**src/rtl/instruction_sequencer.sv**
```systemverilog
// instruction_sequencer: multi-cycle RV32I control FSM.
// Sequences FETCH -> DECODE -> EXECUTE -> (MEMORY) -> WRITEBACK around an
// external field decoder and ALU, owns the PC and the instruction register,
// and halts in TRAP on illegal opcodes or misaligned redirect targets.
// Optional feature: define INSTRET_COUNTER_EN to add the instret counter.
//
// Handshakes: a request (imem_req / dmem_req) is a registered level that
// stays high until the matching ready is sampled high on a rising edge
// while the request is high; that edge completes the transfer and the
// request drops on the same edge. A ready seen with no request is ignored.
module instruction_sequencer #(
  parameter logic [31:0] RESET_PC      = 32'h0000_0000,
  parameter int          INSTRET_WIDTH = 32
) (
  input  logic        clock,
  input  logic        reset_n,
  output logic        imem_req,
  output logic [31:0] imem_addr,
  input  logic        imem_ready,
  input  logic [31:0] imem_rdata,
  output logic [31:0] instruction,
  output logic [31:0] pc,
  input  logic        branch_taken,
  input  logic [31:0] target_pc,
  output logic        exec_en,
  output logic        dmem_req,
  output logic        dmem_we,
  input  logic        dmem_ready,
  output logic        reg_write_en,
  output logic        retire,
  output logic        trap,
  output logic [1:0]  trap_cause,
  output logic [2:0]  state
`ifdef INSTRET_COUNTER_EN
  ,
  output logic [INSTRET_WIDTH-1:0] instret
`endif
);

  typedef enum logic [2:0] {
    S_FETCH     = 3'd0,
    S_DECODE    = 3'd1,
    S_EXECUTE   = 3'd2,
    S_MEMORY    = 3'd3,
    S_WRITEBACK = 3'd4,
    S_TRAP      = 3'd5
  } state_t;

  localparam logic [6:0] OP_LUI    = 7'b0110111;
  localparam logic [6:0] OP_AUIPC  = 7'b0010111;
  localparam logic [6:0] OP_JAL    = 7'b1101111;
  localparam logic [6:0] OP_JALR   = 7'b1100111;
  localparam logic [6:0] OP_BRANCH = 7'b1100011;
  localparam logic [6:0] OP_LOAD   = 7'b0000011;
  localparam logic [6:0] OP_STORE  = 7'b0100011;
  localparam logic [6:0] OP_IMM    = 7'b0010011;
  localparam logic [6:0] OP_OP     = 7'b0110011;
  localparam logic [6:0] OP_FENCE  = 7'b0001111;
  localparam logic [6:0] OP_SYSTEM = 7'b1110011;

  localparam logic [31:0] NOP_WORD = 32'h0000_0013;

  state_t      state_q;
  logic [31:0] pc_q;
  logic [31:0] ir_q;
  logic [31:0] next_pc_q;

  logic is_legal;
  logic is_jump;
  logic is_branch;
  logic is_load;
  logic is_store;
  logic has_rd;
  logic writes_rd;
  logic redirect;

  assign state       = state_q;
  assign pc          = pc_q;
  assign imem_addr   = pc_q;
  assign instruction = ir_q;

  // Opcode classification of the instruction register.
  always_comb begin
    is_legal  = 1'b0;
    is_jump   = 1'b0;
    is_branch = 1'b0;
    is_load   = 1'b0;
    is_store  = 1'b0;
    has_rd    = 1'b0;
    case (ir_q[6:0])
      OP_LUI, OP_AUIPC, OP_IMM, OP_OP: begin
        is_legal = 1'b1;
        has_rd   = 1'b1;
      end
      OP_JAL, OP_JALR: begin
        is_legal = 1'b1;
        is_jump  = 1'b1;
        has_rd   = 1'b1;
      end
      OP_BRANCH: begin
        is_legal  = 1'b1;
        is_branch = 1'b1;
      end
      OP_LOAD: begin
        is_legal = 1'b1;
        is_load  = 1'b1;
        has_rd   = 1'b1;
      end
      OP_STORE: begin
        is_legal = 1'b1;
        is_store = 1'b1;
      end
      OP_FENCE, OP_SYSTEM: begin
        is_legal = 1'b1;
      end
      default: begin
        is_legal = 1'b0;
      end
    endcase
  end

  // x0 is hardwired, so a zero rd never produces a write strobe.
  assign writes_rd = has_rd && (ir_q[11:7] != 5'd0);
  assign redirect  = is_jump || (is_branch && branch_taken);

  // Control FSM; every strobe and request is registered alongside the state.
  always_ff @(posedge clock or negedge reset_n) begin
    if (!reset_n) begin
      state_q      <= S_FETCH;
      pc_q         <= RESET_PC;
      ir_q         <= NOP_WORD;
      next_pc_q    <= RESET_PC;
      imem_req     <= 1'b0;
      exec_en      <= 1'b0;
      dmem_req     <= 1'b0;
      dmem_we      <= 1'b0;
      reg_write_en <= 1'b0;
      retire       <= 1'b0;
      trap         <= 1'b0;
      trap_cause   <= 2'b00;
    end else begin
      exec_en      <= 1'b0;
      reg_write_en <= 1'b0;
      retire       <= 1'b0;
      case (state_q)
        S_FETCH: begin
          if (imem_req && imem_ready) begin
            ir_q     <= imem_rdata;
            imem_req <= 1'b0;
            state_q  <= S_DECODE;
          end else begin
            // First cycle after reset raises the request here.
            imem_req <= 1'b1;
          end
        end
        S_DECODE: begin
          if (is_legal) begin
            exec_en <= 1'b1;
            state_q <= S_EXECUTE;
          end else begin
            trap       <= 1'b1;
            trap_cause <= 2'b01;
            state_q    <= S_TRAP;
          end
        end
        S_EXECUTE: begin
          if (redirect && (target_pc[1:0] != 2'b00)) begin
            trap       <= 1'b1;
            trap_cause <= 2'b10;
            state_q    <= S_TRAP;
          end else begin
            next_pc_q <= redirect ? target_pc : (pc_q + 32'd4);
            if (is_load || is_store) begin
              dmem_req <= 1'b1;
              dmem_we  <= is_store;
              state_q  <= S_MEMORY;
            end else begin
              reg_write_en <= writes_rd;
              retire       <= 1'b1;
              state_q      <= S_WRITEBACK;
            end
          end
        end
        S_MEMORY: begin
          if (dmem_ready) begin
            dmem_req     <= 1'b0;
            dmem_we      <= 1'b0;
            reg_write_en <= writes_rd;
            retire       <= 1'b1;
            state_q      <= S_WRITEBACK;
          end
        end
        S_WRITEBACK: begin
          pc_q     <= next_pc_q;
          imem_req <= 1'b1;
          state_q  <= S_FETCH;
        end
        S_TRAP: begin
          // Halted: everything holds until reset.
        end
        default: begin
          imem_req <= 1'b0;
          dmem_req <= 1'b0;
          dmem_we  <= 1'b0;
          state_q  <= S_FETCH;
        end
      endcase
    end
  end

`ifdef INSTRET_COUNTER_EN
  // Retired-instruction counter; wraps naturally, never counts in TRAP.
  always_ff @(posedge clock or negedge reset_n) begin
    if (!reset_n) begin
      instret <= '0;
    end else if (retire) begin
      instret <= instret + 1'b1;
    end
  end
`endif

endmodule

```
**config.mk**
```make
export PLATFORM = sky130hd
export DESIGN_NAME = instruction_sequencer
export DESIGN_NICKNAME = d
export VERILOG_FILES = /design/src/rtl/instruction_sequencer.sv
export SDC_FILE = /design/constraint.sdc
export NUM_CORES = 1
export LEC_CHECK = 0
export BUFFER_PORTS_ARGS = -buffer_cell sky130_fd_sc_hd__buf_2
export CORE_MARGIN = 2
export CORE_UTILIZATION = 29
export CTS_CLUSTER_SIZE = 40
export DETAILED_ROUTE_END_ITERATION = 6
export PLACE_DENSITY = 0.51
export SKIP_CTS_REPAIR_TIMING = 1
export SYNTH_ARGS = -nofsm -noshare
export SYNTH_HDL_FRONTEND = slang
export SYNTH_SLANG_ARGS = --single-unit
export TNS_END_PERCENT = 5
```
**constraint.sdc**
```tcl
create_clock -name clock -period 3.2 [get_ports clock]
set_input_delay 0.48 -clock clock [delete_from_list [all_inputs] [get_ports clock]]
set_output_delay 0.48 -clock clock [all_outputs]
set_load 0.005 [all_outputs]
```
# [Yosys cells after proc, flatten, opt, wreduce, memory -nomap -nowiden]
# Index checks and enable logic that the tools add are counted.
[op_classes] bitwise=3 n_addsub=1 reduce_logical=20 muxes=38 eq_ne=22
[op_table] operator="$add 32x3->32 const B" n=1
[op_table] operator="$mux 32" n=1
[op_table] operator="$eq 7x7->1 const B" n=4
[op_table] operator="$mux 1" n=22
[op_table] operator="$eq 7x6->1 const B" n=3
[op_table] operator="$mux 3" n=5
[op_table] operator="$pmux 3 s5" n=1
[op_table] operator="$eq 7x5->1 const B" n=2
[op_table] operator="$ne 2x2->1 const B" n=6
[op_table] operator="$reduce_or 11->1" n=1
[op_table] operator="$pmux 1 s3" n=3
[op_table] operator="$reduce_or 4->1" n=2
[op_table] operator="$eq 7x2->1 const B" n=1
[op_table] operator="$eq 7x4->1 const B" n=1
[op_table] operator="$reduce_or 7->1" n=1
[op_table] operator="$eq 3x2->1 const B" n=2
[op_table] operator="$eq 3x3->1 const B" n=2
[op_table] operator="$pmux 1 s2" n=3
[op_table] operator="$reduce_and 3->1" n=2
[op_table] operator="$reduce_bool 5->1" n=1
[op_table] operator="$logic_and 1x1->1" n=4
[op_table] operator="$mux 2" n=2
[op_table] operator="$pmux 2 s2" n=1
[op_table] operator="$reduce_and 2->1" n=2
[op_table] operator="7 further kinds" n=11
[totals] reg_bits=108 output_inout_bits=108 elab_cells=96

# [Depth between registers and ports, before layout]
# Gate-level depths: netlist of run 1.
[logic_depth] depth_word=7 mapped_depth=7 depth_no_buf=6

# [Worst setup path after synthesis of run 1]
# Ideal clock, no wire load.
[synth_timing] kind="register to register" startpoint="register pc_q[2], in the netlist imem_addr[2]" endpoint="register next_pc_q[26]" t_arrival_ps=1909 stages_incl_launch_ff=8 required_ps=3073 path_slack_ps=1165 period_less_slack_ps=2035 path_cell_list="dfrtp_1 ha_1 inv_1 or4_4 buf_6 nor4_4 xnor2_1 o21ai_1"
[synth_between] elab_chain_cells=2
[synth_rtl] item="from (decl)" line="64" text="logic [31:0] pc_q;"
[synth_rtl] item="from (signal assigned)" line="194" text="pc_q <= next_pc_q;"
[synth_rtl] item="$add 32x3->32" line="172" text="next_pc_q <= redirect ? target_pc : (pc_q + 32'd4);"
[synth_rtl] item="$mux 32" line="172"
[synth_rtl] item="to (signal assigned)" line="172"
[synth_rtl] item="to (decl)" line="66" text="logic [31:0] next_pc_q;"
# Every way passes these cells.
# A chain may end at the register's enable or synchronous reset.

# [Worst setup path in the final report of run 1]
[layout_timing] startpoint="register pc_q[2], in the netlist imem_addr[2]" endpoint="register next_pc_q[28]"
# The elaborated chain is that of the path after synthesis.

==> flow_summary.ini, run 1 <==
[outcome]
outcome = completed

[floorplanning]
die_y_um = 140
rows = 49
start_util_pct = 29.6
die_area_um2 = 19500
ios = 177
core_area_um2 = 18000
die_w_um = 140

[clock_network]
cts_tree = built
path_clk_slew_ns = 0.07
cts_buffers = 9
cts.sinks = 108
cts_htree_levels = 3
cts_root_buf = clkbuf_16
cts.path.max_buffers = 2
clk_latency_ns = 0.36

[route]
vias = 4136
vias_per_cell = 4.80
drc = 0
drtAntennaViolNets = 0
routed_wirelength_um = 13800
firstDrtPassIters = 4
wire_per_inst_um = 16.1
drt_iter0_markers = 166

[run]
maxCapViolations = 0

[global_routing]
overflow = 0
grt_pass1_wl_um = 22600
grt_pass1_vias = 4239
antenna_found_initial = 0
grt_max_degree = 59
grt_util_all_layers_pct = 14.5

[critical_path]
critPathLaunch = imem_addr[2]$_DFFE_PN0P_
critPathArrivalTime_ns = 2.49
start_kind = flop
worstPathRequired_ns = 3.43
critical_path_class = reg2reg
crit_path_max_fanout = 12
setup.worst_path.end_class = flop
r2r_start = imem_addr[2]$_DFFE_PN0P_

[synthesis]
async_reset_ff_share_pct = 100
postSynthNetCount = 555
synth_top_area_cell = dfrtp_1
synthTopCellsByArea = dfrtp_1 (49%), mux2_2 (13%), buf_4 (4.5%)
yosysUniqueCellTypes = 53
yosysMostFrequentCell = dfrtp_1
yosysWarningCount = 0
ys_ff_latch = 108
yosysSeqAreaShare_pct = 50.8
syn-cell-area_um2 = 5330
ys.flop_type = dfrtp_1
synth_top_area_share_pct = 49.3
synth_common_cells = dfrtp_1 (105), mux2_2 (61), nand2_1 (40)
synth_edf_count = 0
netlist_instances = 485
postSynthAreaPerCell_um2 = 11.0

[min_path]
min_path_type = in2async

[timing]
hold_viol_final = 0
fmax_mhz = 441
tightestPinTransition_ns = 0.714
tns_ns = 0
setup_viol = 0
finalCritPeriodShare_pct = 70.8
fin_skew_ns = 0.00856
slew_violations = 0
rsz0062_at_grt = no
min_period_ns = 2.27
maxSlewHeadroom_pct = 52.2

[placement]
dp.final_hpwl_um = 9970
place.port_buffers = 176
routabilityCongestion = 0.796
dp.cells = 845

[final_layout]
n_fill_cell = 1856
syn_to_final_growth_pct = 22.7
stdcell_count = 861
multi_input_area_um2 = 2240
seqCellArea_um2 = 2710
fin_nets = 697
drive_gt1_share_pct = 44.4

[power]
ir_worst_vdd_mv = 0.339
p_per_area_nw_per_um2 = 670
p_leak_nw = 3.20
[cells in the final DEF (no fill, tap or decap), types with 3 or more instances in the layout]
master / n
clkbuf_16: 9
a22oi_1: 6
nand2_1: 40
nor3_1: 3
a31oi_1: 4
buf_4: 8
inv_1: 12
mux2_2: 61
o22ai_1: 8
buf_2: 175
nor4_1: 3
nor3_2: 3
o21a_1: 5
a22o_1: 3
nor2_1: 29
xnor2_1: 13
o31ai_1: 8
nand2b_1: 4
dfstp_2: 3
a21o_1: 3
dfrtp_1: 105
nand4_1: 10
a21oi_1: 13
and3_1: 4
o21ai_1: 5
o21ai_0: 30
nand3_1: 15
xor2_1: 9
[report_power, final]
part           internal (mW)  switching (mW)  total, mW
registers               1.69           0.299       1.99
clock network          0.645           0.510       1.15
logic                  0.654           0.584       1.24
[sequential cells by signal, summed over array words and instances, names as in the netlist]
register	flops
dmem_we	1
imem_req	1
retire	1
next_pc_q	32
imem_addr	32
instruction	32
trap	1
reg_write_en	1
exec_en	1
dmem_req	1
trap_cause	2
state	3
[metal layers]
metal	wire length [um]	global-route usage (%)	up-vias
li1	-	-	1986
met1	6080	18.1	1993
met2	6600	24.7	141
met3	986	4.44	16
met4	179	3.79	0
met5	0	0	-
[path summary, 6_finish.rpt]
kind | to | slack, ns | depth (start not counted)
min reg2reg | next_pc_q[17]$_DFFE_PN0P_ | 0.47 | 2
max | next_pc_q[28]$_DFFE_PN0P_ | 0.93 | 6
max in group asynchronous | instruction[4]$_DFFE_PN1P_ | 2.23 | 2
min in group clock | instruction[11]$_DFFE_PN0P_ | 0.35 | 2
min | instruction[13]$_DFFE_PN0P_ | 0.14 | 1
max reg2reg | next_pc_q[28]$_DFFE_PN0P_ | 0.93 | 6
[per-stage QoR]
stage / worst slack, ns / instance area (um^2) / total power [mW] / util (%) / hold slack, ns
floorplan: 1.16 / 5330 / 2.72 / - / 0.184
global placement: 0.989 / 6230 / 3.23 / 34.6 / 0.446
detailed placement: 0.925 / 6230 / 3.27 / 34.6 / 0.450
CTS: 0.916 / 6540 / 4.46 / 36.3 / 0.168
global route: 0.758 / 6540 / 4.68 / 36.3 / 0.197
finish: 0.935 / 6540 / 4.38 / 36.3 / 0.143
[cells by family after synthesis]
group	Yosys count	synth area share, %
adder cells (fa/ha/maj)	1	0.235
XOR/XNOR	22	3.62
buffers and inverters	65	7.54
AO/OA/AOI/OAI	97	11.4
multiplexers	63	13.3
flip-flops	108	50.8
AND/OR/NAND/NOR	129	13.2
[layout make-up]
class,instances,share of cell area (%)
diodes,1,0.0383
clock buffers,11,3.87
clock inverters,4,0.746
inverters,12,0.689
multi-input cells,312,34.3
flip-flops and latches,108,41.4
well taps,229,4.38
repair buffers,184,14.6
[worst max-delay path, stage by stage (launching register included)]
cell and delay (ns):
dfrtp_1 0.48, ha_1 0.30, inv_1 0.09, or4_4 0.66, nor4b_2 0.36, xnor2_1 0.16, a21oi_1 0.09
Power figures use the tool's default switching activity.
==> inputs of run 2 (changes only) <==
==> constraint.sdc (replaced) <==
create_clock -name clock -period 2.3 [get_ports clock]
set_input_delay 0.345 -clock clock [delete_from_list [all_inputs] [get_ports clock]]
set_output_delay 0.345 -clock clock [all_outputs]
set_load 0.005 [all_outputs]
==> flow_summary.ini, run 2 (same netlist as run 1, synthesis figures left out) <==
[clock_network]
cts_tree = built
cts_root_buf = clkbuf_16
cts.path.max_buffers = 2
cts_htree_levels = 3
cts_buffers = 9
clk_latency_ns = 0.36
path_clk_slew_ns = 0.08
cts.sinks = 108

[global_routing]
gr-usage-met3_pct = 4.58
overflow = 0
grt_pass1_vias = 4360
grt_busiest_layer = met2
grt_use_met2_pct = 23.9
met1_usage_pct = 19.0
antenna_found_initial = 0
grt_pass1_wl_um = 22900
grt_max_degree = 68
grt_util_all_layers_pct = 14.7

[timing]
fmax_mhz = 489
rsz0062_at_grt = no
finalWorstSetupSlack_ns = 0.254
hold_viol_final = 0
slew_violations = 0
tightestPinTransition_ns = 0.539
min_period_ns = 2.05
holdWs_ns = 0.217
fin_skew_ns = 0.0120
setup_viol = 0
finalCritPeriodShare_pct = 89.0
maxSlewHeadroom_pct = 64.1
tns_ns = 0

[route]
firstDrtPassIters = 4
wire_per_inst_um = 15.9
routed_wirelength_um = 14000
vias = 4219
drtAntennaViolNets = 0
vias_per_cell = 4.81
drt_iter0_markers = 147
drc = 0

[critical_path]
cpPeakStageDelay_ns = 0.53
worstPathRequired_ns = 2.57
crit_slowest_cell = o21a_1
path_cells = nand2b_1 -> nor2_2 -> o21a_1 -> o21ai_0 -> o21ai_0
critPathArrivalTime_ns = 2.32
crit_path_max_fanout = 12
setup.worst_path.end_class = flop
cpMostUsedCell = o21ai_0
critical_path_class = reg2reg
start_kind = flop

[placement]
place_ws_ns = 0.209
dp.final_hpwl_um = 10200
routabilityCongestion = 0.782
place.port_buffers = 176

[floorplanning]
core_area_um2 = 18000
start_util_pct = 29.6
rows = 49
ios = 177
die_area_um2 = 19500
die_w_um = 140
die_y_um = 140

[power]
p_per_area_nw_per_um2 = 920
p_leak_nw = 3.30
ir_worst_vdd_mv = 0.518

[min_path]
min_path_type = in2reg

[run]
maxCapViolations = 0

[final_layout]
n_fill_cell = 1844
layout_commonest_cell = buf_2
drive_gt1_share_pct = 45.6
fin_nets = 712
fin_util_pct = 37.2
syn_to_final_growth_pct = 25.8
layout_common_cells = buf_2 (175), dfrtp_1 (105), mux2_2 (61)

[outcome]
outcome = completed
## run 2: cell types whose count changed in the layout (fill, tap and decap cells not counted), sizes merged
cell	delta
buf	+14
clkbuf	-2
clkinvlp	+1
dlygate4sd3	+1
inv	+2
## run 2: critical path: cells and delay by family (launching register included)
family           cells  cell delay, ns
AO/OA/AOI/OAI        3            0.90
flip-flops           1            0.48
AND/OR/NAND/NOR      2            0.57
## run 2: power by group
group          internal (mW)  switching, mW  leakage (nW)
Sequential              2.35          0.383          1.41
Clock                  0.852          0.746         0.146
Combinational          0.972          0.868          1.74
Total                   4.17           2.00          3.30
## run 2: path summary, 6_finish.rpt
path	start	end	slack, ns	depth (start not counted)
worst min-delay path	imem_rdata[10]	instruction[10]$_DFFE_PN0P_	0.22	2
worst max-delay path	state[2]$_DFFE_PN0P_	next_pc_q[14]$_DFFE_PN0P_	0.25	5
max in group asynchronous	reset_n	next_pc_q[16]$_DFFE_PN0P_	1.28	3
min in group asynchronous	reset_n	instruction[15]$_DFFE_PN0P_	0.35	2
worst min register to register	trap$_DFFE_PN0P_	trap$_DFFE_PN0P_	0.48	1
worst max register to register	state[2]$_DFFE_PN0P_	next_pc_q[14]$_DFFE_PN0P_	0.25	5
## run 2: per-layer routing
layer	routed length (um)	part of all wire, %
met2	6600	47
met1	6260	45
met3	960	6.9
met5	0	0
met4	128	0.92
## run 2: through the flow
stage,std cells,area [um^2],total power [mW]
CTS,875,6690,6.28
detailed placement,859,6390,4.63
floorplan,485,5330,3.79
global route,876,6700,6.57
global placement,859,6390,4.58
finish,877,6700,6.17
## run 2: cell type report
type | count | area (um^2) | share of cell area, %
inverter | 12 | 45.0 | 0.672
antenna | 1 | 2.50 | 0.0373
clock inverter | 7 | 73.8 | 1.10
tap | 229 | 287 | 4.28
timing repair buffer | 199 | 1120 | 16.7
clock buffer | 9 | 225 | 3.36
sequential | 108 | 2710 | 40.4
multi-input combinational | 312 | 2240 | 33.4
==> inputs of run 3 (changes only) <==
--- a/config.mk
+++ b/config.mk
@@ -6,10 +6,12 @@
 export NUM_CORES = 1
 export LEC_CHECK = 0
 export BUFFER_PORTS_ARGS = -buffer_cell sky130_fd_sc_hd__buf_2
+export CORE_ASPECT_RATIO = 1.4
 export CORE_MARGIN = 2
 export CORE_UTILIZATION = 29
 export CTS_CLUSTER_SIZE = 40
 export DETAILED_ROUTE_END_ITERATION = 6
+export GPL_TIMING_DRIVEN = 0
 export PLACE_DENSITY = 0.51
 export SKIP_CTS_REPAIR_TIMING = 1
 export SYNTH_ARGS = -nofsm -noshare
==> flow_summary.ini, run 3 (same netlist as run 1, synthesis figures left out) <==
[critical_path]
critical_path_class = reg2reg
cp_top_family = simple AND/OR/NAND/NOR gates
r2r_end = next_pc_q[26]$_DFFE_PN0P_
worstPathRequired_ns = 2.53
start_kind = flop
ff2ff_path_depth = 7
crit_path_max_fanout = 10
cp-endpoint = next_pc_q[26]$_DFFE_PN0P_
r2r_start = imem_addr[2]$_DFFE_PN0P_
critPathLaunch = imem_addr[2]$_DFFE_PN0P_
setup.worst_path.end_class = flop
crit_slowest_cell = or4_4
critPathArrivalTime_ns = 2.40
r2r_setup_slack_ns = 0.12
worst-path-buf-inv = 2
cp.depth = 7
path_cells = ha_2 -> inv_1 -> or4_4 -> buf_6 -> nor4_4 -> xnor2_1 -> o21ai_1
cpPeakStageDelay_ns = 0.58

[timing]
tightestPinTransition_ns = 0.640
fmax_mhz = 459
rsz0062_at_grt = yes
slew_violations = 0
hold_viol_final = 0
min_period_ns = 2.18
holdWs_ns = 0.225
fin_skew_ns = 0.0117
tns_ns = 0
setup_viol = 0
finalCritPeriodShare_pct = 94.7
maxSlewHeadroom_pct = 57.2

[final_layout]
fin_nets = 745
n_fill_cell = 1871
layout_common_cells = buf_2 (178), dfrtp_1 (103), mux2_2 (61)
syn_to_final_growth_pct = 29.7
layout_commonest_cell = buf_2
drive_gt1_share_pct = 47.1
final_area_um2 = 6910

[placement]
dp.final_hpwl_um = 11200
dpl_cell_area_um2 = 6550
routabilityCongestion = 0.779
place.port_buffers = 176

[power]
power_frac_clock_pct = 25.3
p_leak_nw = 3.43
ir_worst_vdd_mv = 0.519
power.share.combinational_pct = 30.3
power_switching_mw = 1.98
swShare_pct = 31.9
p_int_mw = 4.22
report.power.total_mw = 6.21
p_per_area_nw_per_um2 = 898
p_seq_share_pct = 44.4

[floorplanning]
die_area_um2 = 19500
die_w_um = 119
start_util_pct = 29.6
core_area_um2 = 18000
die_y_um = 164
rows = 58
ios = 177

[global_routing]
overflow = 0
grt_pass1_vias = 4358
grt_max_degree = 40
grt_util_all_layers_pct = 15.3
grt_pass1_wl_um = 23500
antenna_found_initial = 0

[route]
routed_wirelength_um = 15100
vias_per_cell = 4.72
drtAntennaViolNets = 0
wire_per_inst_um = 16.3
firstDrtPassIters = 4
drc = 0
vias = 4349
drt_iter0_markers = 118

[outcome]
outcome = completed

[clock_network]
cts_tree = built
clk_latency_ns = 0.35
cts_htree_levels = 3
path_clk_slew_ns = 0.07
cts.path.max_buffers = 2
cts.sinks = 108
cts_buffers = 9
cts_root_buf = clkbuf_16

[min_path]
hold_start = imem_rdata[31]
min_path_type = in2reg

[run]
maxCapViolations = 0
run 3: cell types whose count changed in the layout (fill, tap and decap cells not counted), moves of 2 or more:
cell / delta
buf_6: +2
clkbuf_2: +4
inv_6: -2
buf_12: -3
clkbuf_1: +11
dfrtp_2: +2
buf_4: +15
dfrtp_1: -2
clkbuf_8: +3
buf_2: +3
run 3: how the worst min path moves through the flow:
stage,to,slack [ns],depth (start not counted)
floorplan,dmem_req$_DFFE_PN0P_,0.05,0
global placement,trap$_DFFE_PN0P_,0.45,1
detailed placement,instruction[21]$_DFFE_PN0P_,0.33,1
CTS,instruction[21]$_DFFE_PN0P_,-0.06,1
global route,instruction[16]$_DFFE_PN0P_,0.21,2
finish,instruction[31]$_DFFE_PN0P_,0.22,2
run 3: layout make-up:
cell class                      count  area (um^2)  share of cell area, %
Clock buffer                       12          246                   3.57
Sequential cell                   108         2710                   39.2
Inverter                           12         45.0                  0.652
Clock inverter                      4         48.8                  0.706
Buffer                             53          367                   5.31
Antenna cell                        1         2.50                 0.0362
Tap cell                          240          300                   4.35
Multi-Input combinational cell    312         2260                   32.7
Timing Repair Buffer              179          933                   13.5
run 3: layer usage:
layer | wire length (um) | vias to the layer above | track usage (%) | share of wire, %
met5 | 0 | - | 0 | 0
met4 | 253 | 0 | 4.76 | 1.7
met1 | 6260 | 2114 | 18.0 | 42
li1 | - | 2077 | - | -
met2 | 7610 | 140 | 27.0 | 51
met3 | 933 | 18 | 4.42 | 6.2
run 3: power by group through the flow:
| stage | registers (mW) | logic [mW] | clock network (mW) |
|---|---|---|---|
| final | 2.75 | 1.88 | 1.57 |
| after global routing | 2.83 | 2.07 | 1.72 |
| after CTS | 2.75 | 1.88 | 1.64 |
| after detailed placement | 2.79 | 1.87 | 0 |
| after global placement | 2.75 | 1.84 | 0 |
| after floorplan | 2.73 | 1.06 | 0 |
run 3: worst reg2reg max path, cell delays in order, from the launching register on:
cell     delay (ns)
dfrtp_2        0.45
ha_2           0.28
inv_1          0.08
or4_4          0.59
buf_6          0.18
nor4_4         0.27
xnor2_1        0.15
o21ai_1        0.07
run 3: per-stage QoR:
step                setup WS [ns]  cells  utilization (%)
finish                      0.122    921             38.4
global route              -0.0145    920             38.4
CTS                        -0.397    919             38.0
detailed placement         -0.353    903             36.4
global placement           -0.397    901             36.2
floorplan                   0.265    485                -
